### config.mk
export PLATFORM = sky130hd
export DESIGN_NAME = decoded_inst_buffer
export DESIGN_NICKNAME = d
export VERILOG_FILES = /design/src/rtl/decoded_inst_buffer.sv
export SDC_FILE = /design/constraint.sdc
export NUM_CORES = 1
export LEC_CHECK = 0
export CAP_MARGIN = 20
export CORE_MARGIN = 2
export CORE_UTILIZATION = 30
export CTS_CLUSTER_DIAMETER = 100
export DETAILED_ROUTE_END_ITERATION = 6
export MAX_ROUTING_LAYER = met4
export PLACE_DENSITY = 0.44
export SLEW_MARGIN = 20
export SYNTH_ARGS = -nofsm -noshare
export SYNTH_HDL_FRONTEND = slang
export SYNTH_SLANG_ARGS = --single-unit
### constraint.sdc
create_clock -name clk -period 20.4 [get_ports clk]
set_clock_uncertainty 0.2 [all_clocks]
set_input_delay 3.06 -clock clk [delete_from_list [all_inputs] [get_ports clk]]
set_output_delay 3.06 -clock clk [all_outputs]
set_load 0.01 [all_outputs]
### src/rtl/decoded_inst_buffer.sv
// Circular FIFO of decoded instruction records between decode and dispatch, with single-cycle flush.
// Optional feature: define DIB_BYPASS_EN to forward in_* straight to out_* when the buffer is empty.
module decoded_inst_buffer #(
  parameter int DEPTH = 8
) (
  input  logic                     clk,
  input  logic                     rst,
  input  logic                     flush,
  input  logic                     in_valid,
  output logic                     in_ready,
  input  logic [11:0]              in_opcode,
  input  logic [4:0]               in_rs,
  input  logic [4:0]               in_rt,
  input  logic [4:0]               in_rd,
  input  logic [4:0]               in_shamt,
  input  logic [15:0]              in_immediate,
  input  logic [25:0]              in_address,
  input  logic [31:0]              in_pc,
  output logic                     out_valid,
  input  logic                     out_ready,
  output logic [11:0]              out_opcode,
  output logic [4:0]               out_rs,
  output logic [4:0]               out_rt,
  output logic [4:0]               out_rd,
  output logic [4:0]               out_shamt,
  output logic [15:0]              out_immediate,
  output logic [25:0]              out_address,
  output logic [31:0]              out_pc,
  output logic [$clog2(DEPTH):0]   count
);

  localparam int ADDR_W = $clog2(DEPTH);
  localparam logic [ADDR_W:0]   FULL_CNT = DEPTH[ADDR_W:0];
  localparam logic [ADDR_W:0]   CNT_ONE  = 1;
  localparam logic [ADDR_W-1:0] PTR_ONE  = 1;

  typedef struct packed {
    logic [11:0] opcode;
    logic [4:0]  rs;
    logic [4:0]  rt;
    logic [4:0]  rd;
    logic [4:0]  shamt;
    logic [15:0] immediate;
    logic [25:0] address;
    logic [31:0] pc;
  } rec_t;

  rec_t              mem_q [DEPTH];
  logic [ADDR_W-1:0] wr_ptr_q, wr_ptr_d;
  logic [ADDR_W-1:0] rd_ptr_q, rd_ptr_d;
  logic [ADDR_W:0]   count_q, count_d;
  rec_t              in_rec;
  rec_t              head_rec;
  logic              empty;
  logic              bypass;
  logic              push;
  logic              pop;
  logic              wr_en;

  assign in_rec   = {in_opcode, in_rs, in_rt, in_rd, in_shamt, in_immediate, in_address, in_pc};
  assign empty    = (count_q == '0);
  assign in_ready = (count_q != FULL_CNT);
  assign push     = in_valid & in_ready;
  assign pop      = ~empty & out_ready;
  assign count    = count_q;

`ifdef DIB_BYPASS_EN
  assign bypass = empty & in_valid & ~flush & ~rst;
`else
  assign bypass = 1'b0;
`endif

  // A bypassed record taken by dispatch in the same cycle never touches storage.
  assign wr_en = push & ~(bypass & out_ready);

  always_comb begin
    wr_ptr_d = wr_ptr_q;
    rd_ptr_d = rd_ptr_q;
    count_d  = count_q;
    if (flush) begin
      wr_ptr_d = '0;
      rd_ptr_d = '0;
      count_d  = '0;
    end else begin
      if (wr_en) wr_ptr_d = wr_ptr_q + PTR_ONE;
      if (pop)   rd_ptr_d = rd_ptr_q + PTR_ONE;
      if (wr_en && !pop)      count_d = count_q + CNT_ONE;
      else if (!wr_en && pop) count_d = count_q - CNT_ONE;
    end
  end

  always_ff @(posedge clk) begin
    if (rst) begin
      wr_ptr_q <= '0;
      rd_ptr_q <= '0;
      count_q  <= '0;
    end else begin
      wr_ptr_q <= wr_ptr_d;
      rd_ptr_q <= rd_ptr_d;
      count_q  <= count_d;
    end
  end

  always_ff @(posedge clk) begin
    if (!rst && !flush && wr_en) mem_q[wr_ptr_q] <= in_rec;
  end

  always_comb begin
    out_valid = ~empty | bypass;
    head_rec  = '0;
    if (bypass)      head_rec = in_rec;
    else if (!empty) head_rec = mem_q[rd_ptr_q];
  end

  assign {out_opcode, out_rs, out_rt, out_rd, out_shamt,
          out_immediate, out_address, out_pc} = head_rec;

endmodule

=== Word level (Yosys, flattened, before mapping) ===
Memory sizes are Yosys's and may differ from the RTL's. A register that Yosys moved wholly into a read port is not among the register bits.
Cells that the tools add are included.
W data, S select, Z words.

* Output and inout bits: 112
* Memories kept: 1
* RAM bits: 848
* Bits in registers: 10
* Input bits: 111
* Word-level logic and storage cells: 30

* Bitwise operators: 3
* Reduce and logical (&&, ||, !) cells: 11
* Add/sub/neg operators: 4
* Equal/unequal tests: 1
* Mux-type cells: 7

{| class="wikitable"
|+ Memory list
! memory !! depth !! width !! rd ports !! clocked after Yosys merged registers in !! wr ports !! RTL line !! RTL
|-
| mem_q || 8 || 106 || 1 || 1 || 1 || 48 || <nowiki>rec_t mem_q [DEPTH];</nowiki>
|}

{| class="wikitable"
|+ Operator list
! cell !! count
|-
| $mux W106 || 1
|-
| $mux W4 || 2
|-
| $add A3 B1 Y3 const B || 2
|-
| $mux W3 || 2
|-
| $add A4 B1 Y4 const B || 1
|-
| $logic_and A1 B1 Y1 || 4
|-
| $logic_not A1 Y1 || 4
|-
| $logic_not A4 Y1 || 1
|-
| $ne A4 B4 Y1 const B || 1
|-
| $sub A4 B1 Y4 const B || 1
|-
| $and A1 B1 Y1 || 2
|-
| $mux W1 || 2
|-
| $reduce_bool A2 Y1 || 1
|-
| $reduce_or A2 Y1 || 1
|-
| $not A1 Y1 || 1
|}

=== Depth between registers and ports, before layout ===
* Depth after elaboration: 6
* Gate-level depth with buffers: 11
* Gate-level depth less buffers: 10

=== Worst setup path before layout ===
Ideal clock, no wire load.

* Path type: input-to-reg
* Start: input flush
* End: memory mem_q[0][0] (netlist bit), enable pin
* Library setup time: 0.701 ns
* Slack: 8.663 ns
* Stages: 3
* Required time: 19.499 ns
* Buffers on the path: 0
* Arrival: 10.837 ns
* Path through: or2_1 > or3_1 > nor3_1

* Word-level cells in the longest chain between the ends: 5

{| class="wikitable"
|+ RTL lines
! what !! RTL line !! RTL
|-
| from (decl) || 8 || <nowiki>input logic flush,</nowiki>
|-
| $logic_not A1 Y1 || 105 || <nowiki>if (!rst && !flush && wr_en) mem_q[wr_ptr_q] <= in_rec;</nowiki>
|-
| $logic_and A1 B1 Y1 (2 in series) || 105 ||
|-
| $mux W1 || 105 ||
|-
| $mux W1 (implied by the code) || 105 ||
|-
| to (decl) || 48 ||
|}

Every way passes these cells.

==> impl_metrics.toml <==
[run_status]
status = "finished clean"

[clock_network]
numCtsBuffers = 98
cts.sinks = 861
cts_resized = 0
htreeDepth = 3
root_buffer = "clkbuf_16"
insertion_delay_ns = 0.67
clkSlewWorstSetupHoldPaths_ns = 0.06
clockBufferDepth = 3
postCtsSetupRepairBufs = 0
tritoncts = "yes"
postCtsHoldBufs = 0

[die]
pin_count = 223
start_util_pct = 30.2
die_w_um = 335
die_h_um = 335
core_um2 = 109000
die_area_um2 = 112000
rows = 121

[sta]
finalSetupTns_ns = 0
rsz0062_at_grt = "false"
setup_viol = 0
report.final.slew_viol_count = 0
max_freq_mhz = 130
hold_viol_final = 0
min_period_ns = 7.69
holdWs_ns = 0.315
layout_setup_ws_ns = 12.71
tightest_slew_ns = 1.07
fin_crit_sh_pct = 37.7
slew_headroom_pct = 28.6

[finish]
multi_input_area_um2 = 6670
area_growth_syn_to_layout_pct = 21.1
layout.area.seq_um2 = 25700
design_area_um2 = 39800
layout.cells.non_filler = 3193
drive_gt1_share_pct = 22.2
nets = 1807
num-fill-cells = 10037
final_util_pct = 36.6

[logic_synthesis]
ys_seq_area_share_pct = 78.3
synth.cell_area_um2 = 32900
yosys_warnings = 0
synth_cells = 1420
synth_edf_count = 848
synth-seq-cells = 861
async_reset_ff_share_pct = 0
avgSynthCellArea_um2 = 23.1
synth_flop_cell = "edfxtp_1"
synth_nets = 1537
synth_cell_types = 32

[placement]
dpl-instance-area_um2 = 36700
portBuffers = 222
hpwl_um = 37700
dp_cells = 3004
gp_congestion = 0.678
dp_slack_ns = 13.17

[min_path]
min_from = "rd_ptr_q[1]$_SDFFE_PP0P_"
hold_path_class = "reg2reg"

[job]
maxCapViolations = 0

[detailed_routing]
ant_nets = 0
wire_per_inst_um = 23.9
num_vias = 14813
avgViaCountPerCell = 4.64
drt-initial-drc-count = 920
drc_errors = 0
wirelength_um = 76200
first_pass_iters = 5

[critical_path]
path_cells = "buf_4, buf_4, mux4_2, mux2i_1, nor2_1, clkdlybuf4s50_1"
critPathMaxStageDelay_ns = 0.86
worstPathArrival_ns = 4.43
endpoint_kind = "output port"
critPathTopFamily = "buffers and inverters"
r2r-start = "count[1]$_SDFFE_PP0P_"
critPathMostFrequentCell = "buf_4"
cp_data_required_time_ns = 17.14
critPathSlowestCell = "buf_4"
worst-path-buf-inv = 3
critPathLaunchType = "register"
crit_type = "reg2out"
cp_max_fo = 61

[power]
vdd_drop_max_v = 0.0000619
power_mw = 4.04
p_per_area_nw_per_um2 = 102
p_leak_nw = 11.8

[grt]
antenna_found_initial = 7
grt_pass1_vias = 16597
grt-ovfl-total = 0
grt_max_degree = 107
grt_util_all_layers_pct = 14.2
grt_first_pass_wirelength_um = 113000
[cells in the final DEF (no fill, tap or decap), types with 5 or more instances in the layout]
master	n
edfxtp_1	848
clkdlybuf4s50_1	222
mux4_2	212
nor2_1	117
mux2i_1	107
clkbuf_16	99
clkinv_2	26
clkinv_1	19
clkbuf_1	18
buf_4	13
dfxtp_1	10
diode_2	8
bufinv_16	8
buf_12	8
nor2_4	6
nand3_1	6
inv_6	6
xor2_1	5
ha_1	5
[flip-flops by register name (all words and copies together), names as in the netlist, named ones only]
name      cells
count         4
wr_ptr_q      3
mem_q       848
rd_ptr_q      3
[tightest hold or removal path, stage by stage, from the launching register on]
cell and delay [ns]:
dfxtp_1 0.31, nand2_1 0.06, a21oi_1 0.09
[synthesized netlist by cell type (2+ instances only)]
library cell / n / area [um2]
a21oi_1: 4 / 20.0
buf_1: 6 / 22.5
buf_2: 31 / 155
buf_6: 12 / 135
buf_8: 9 / 135
clkbuf_1: 15 / 56.3
dfxtp_1: 13 / 260
edfxtp_1: 848 / 25500
ha_1: 5 / 62.6
inv_2: 2 / 7.51
mux2i_1: 107 / 1070
mux4_2: 212 / 4770
nand2_1: 4 / 15.0
nand2b_1: 2 / 12.5
nand3_1: 6 / 30.0
nor2_1: 123 / 462
nor3_1: 2 / 10.0
xor2_1: 5 / 43.8
[metal layers]
metal  track usage (%)  wire length, um  vias to the layer above
li1                  -                -                     6503
met1              17.2            32300                     7922
met2              24.0            39000                      288
met3              3.22             3460                      100
met4              3.37             1470                        0
met5                 -                0                        -
[worst paths after layout]
| check | to | slack, ns | cells after the start |
|---|---|---|---|
| min reg2reg | register | 0.32 | 2 |
| max | out_shamt[2] | 12.71 | 6 |
| max reg2reg | count[3]$_SDFFE_PP0P_ | 16.65 | 11 |
| min | register | 0.32 | 2 |
[power by group]
group	internal, mW	total, mW	switching, mW
registers	1.96	1.97	0.00854
clock network	0.990	1.69	0.695
logic	0.187	0.388	0.201
total	3.13	4.04	0.904
[layout make-up]
class	instances	area share [%]
sequential	861	64.7
multi-input combinational	482	16.8
clock buffer	117	6.40
timing repair buffer	244	6.26
tap	1414	4.45
clock inverter	64	1.37
antenna	8	0.0503
inverter	3	0.0283
[cells by family after synthesis]
group	after synthesis	share of synthesized area [%]
xor+xnor	6	0.160
buf+inv	77	1.59
flops	861	78.3
simple gates	144	1.80
mux	319	17.8
compound gates	7	0.137
fa+ha+maj	6	0.251
No activity file was read; power rests on OpenSTA's default activity.
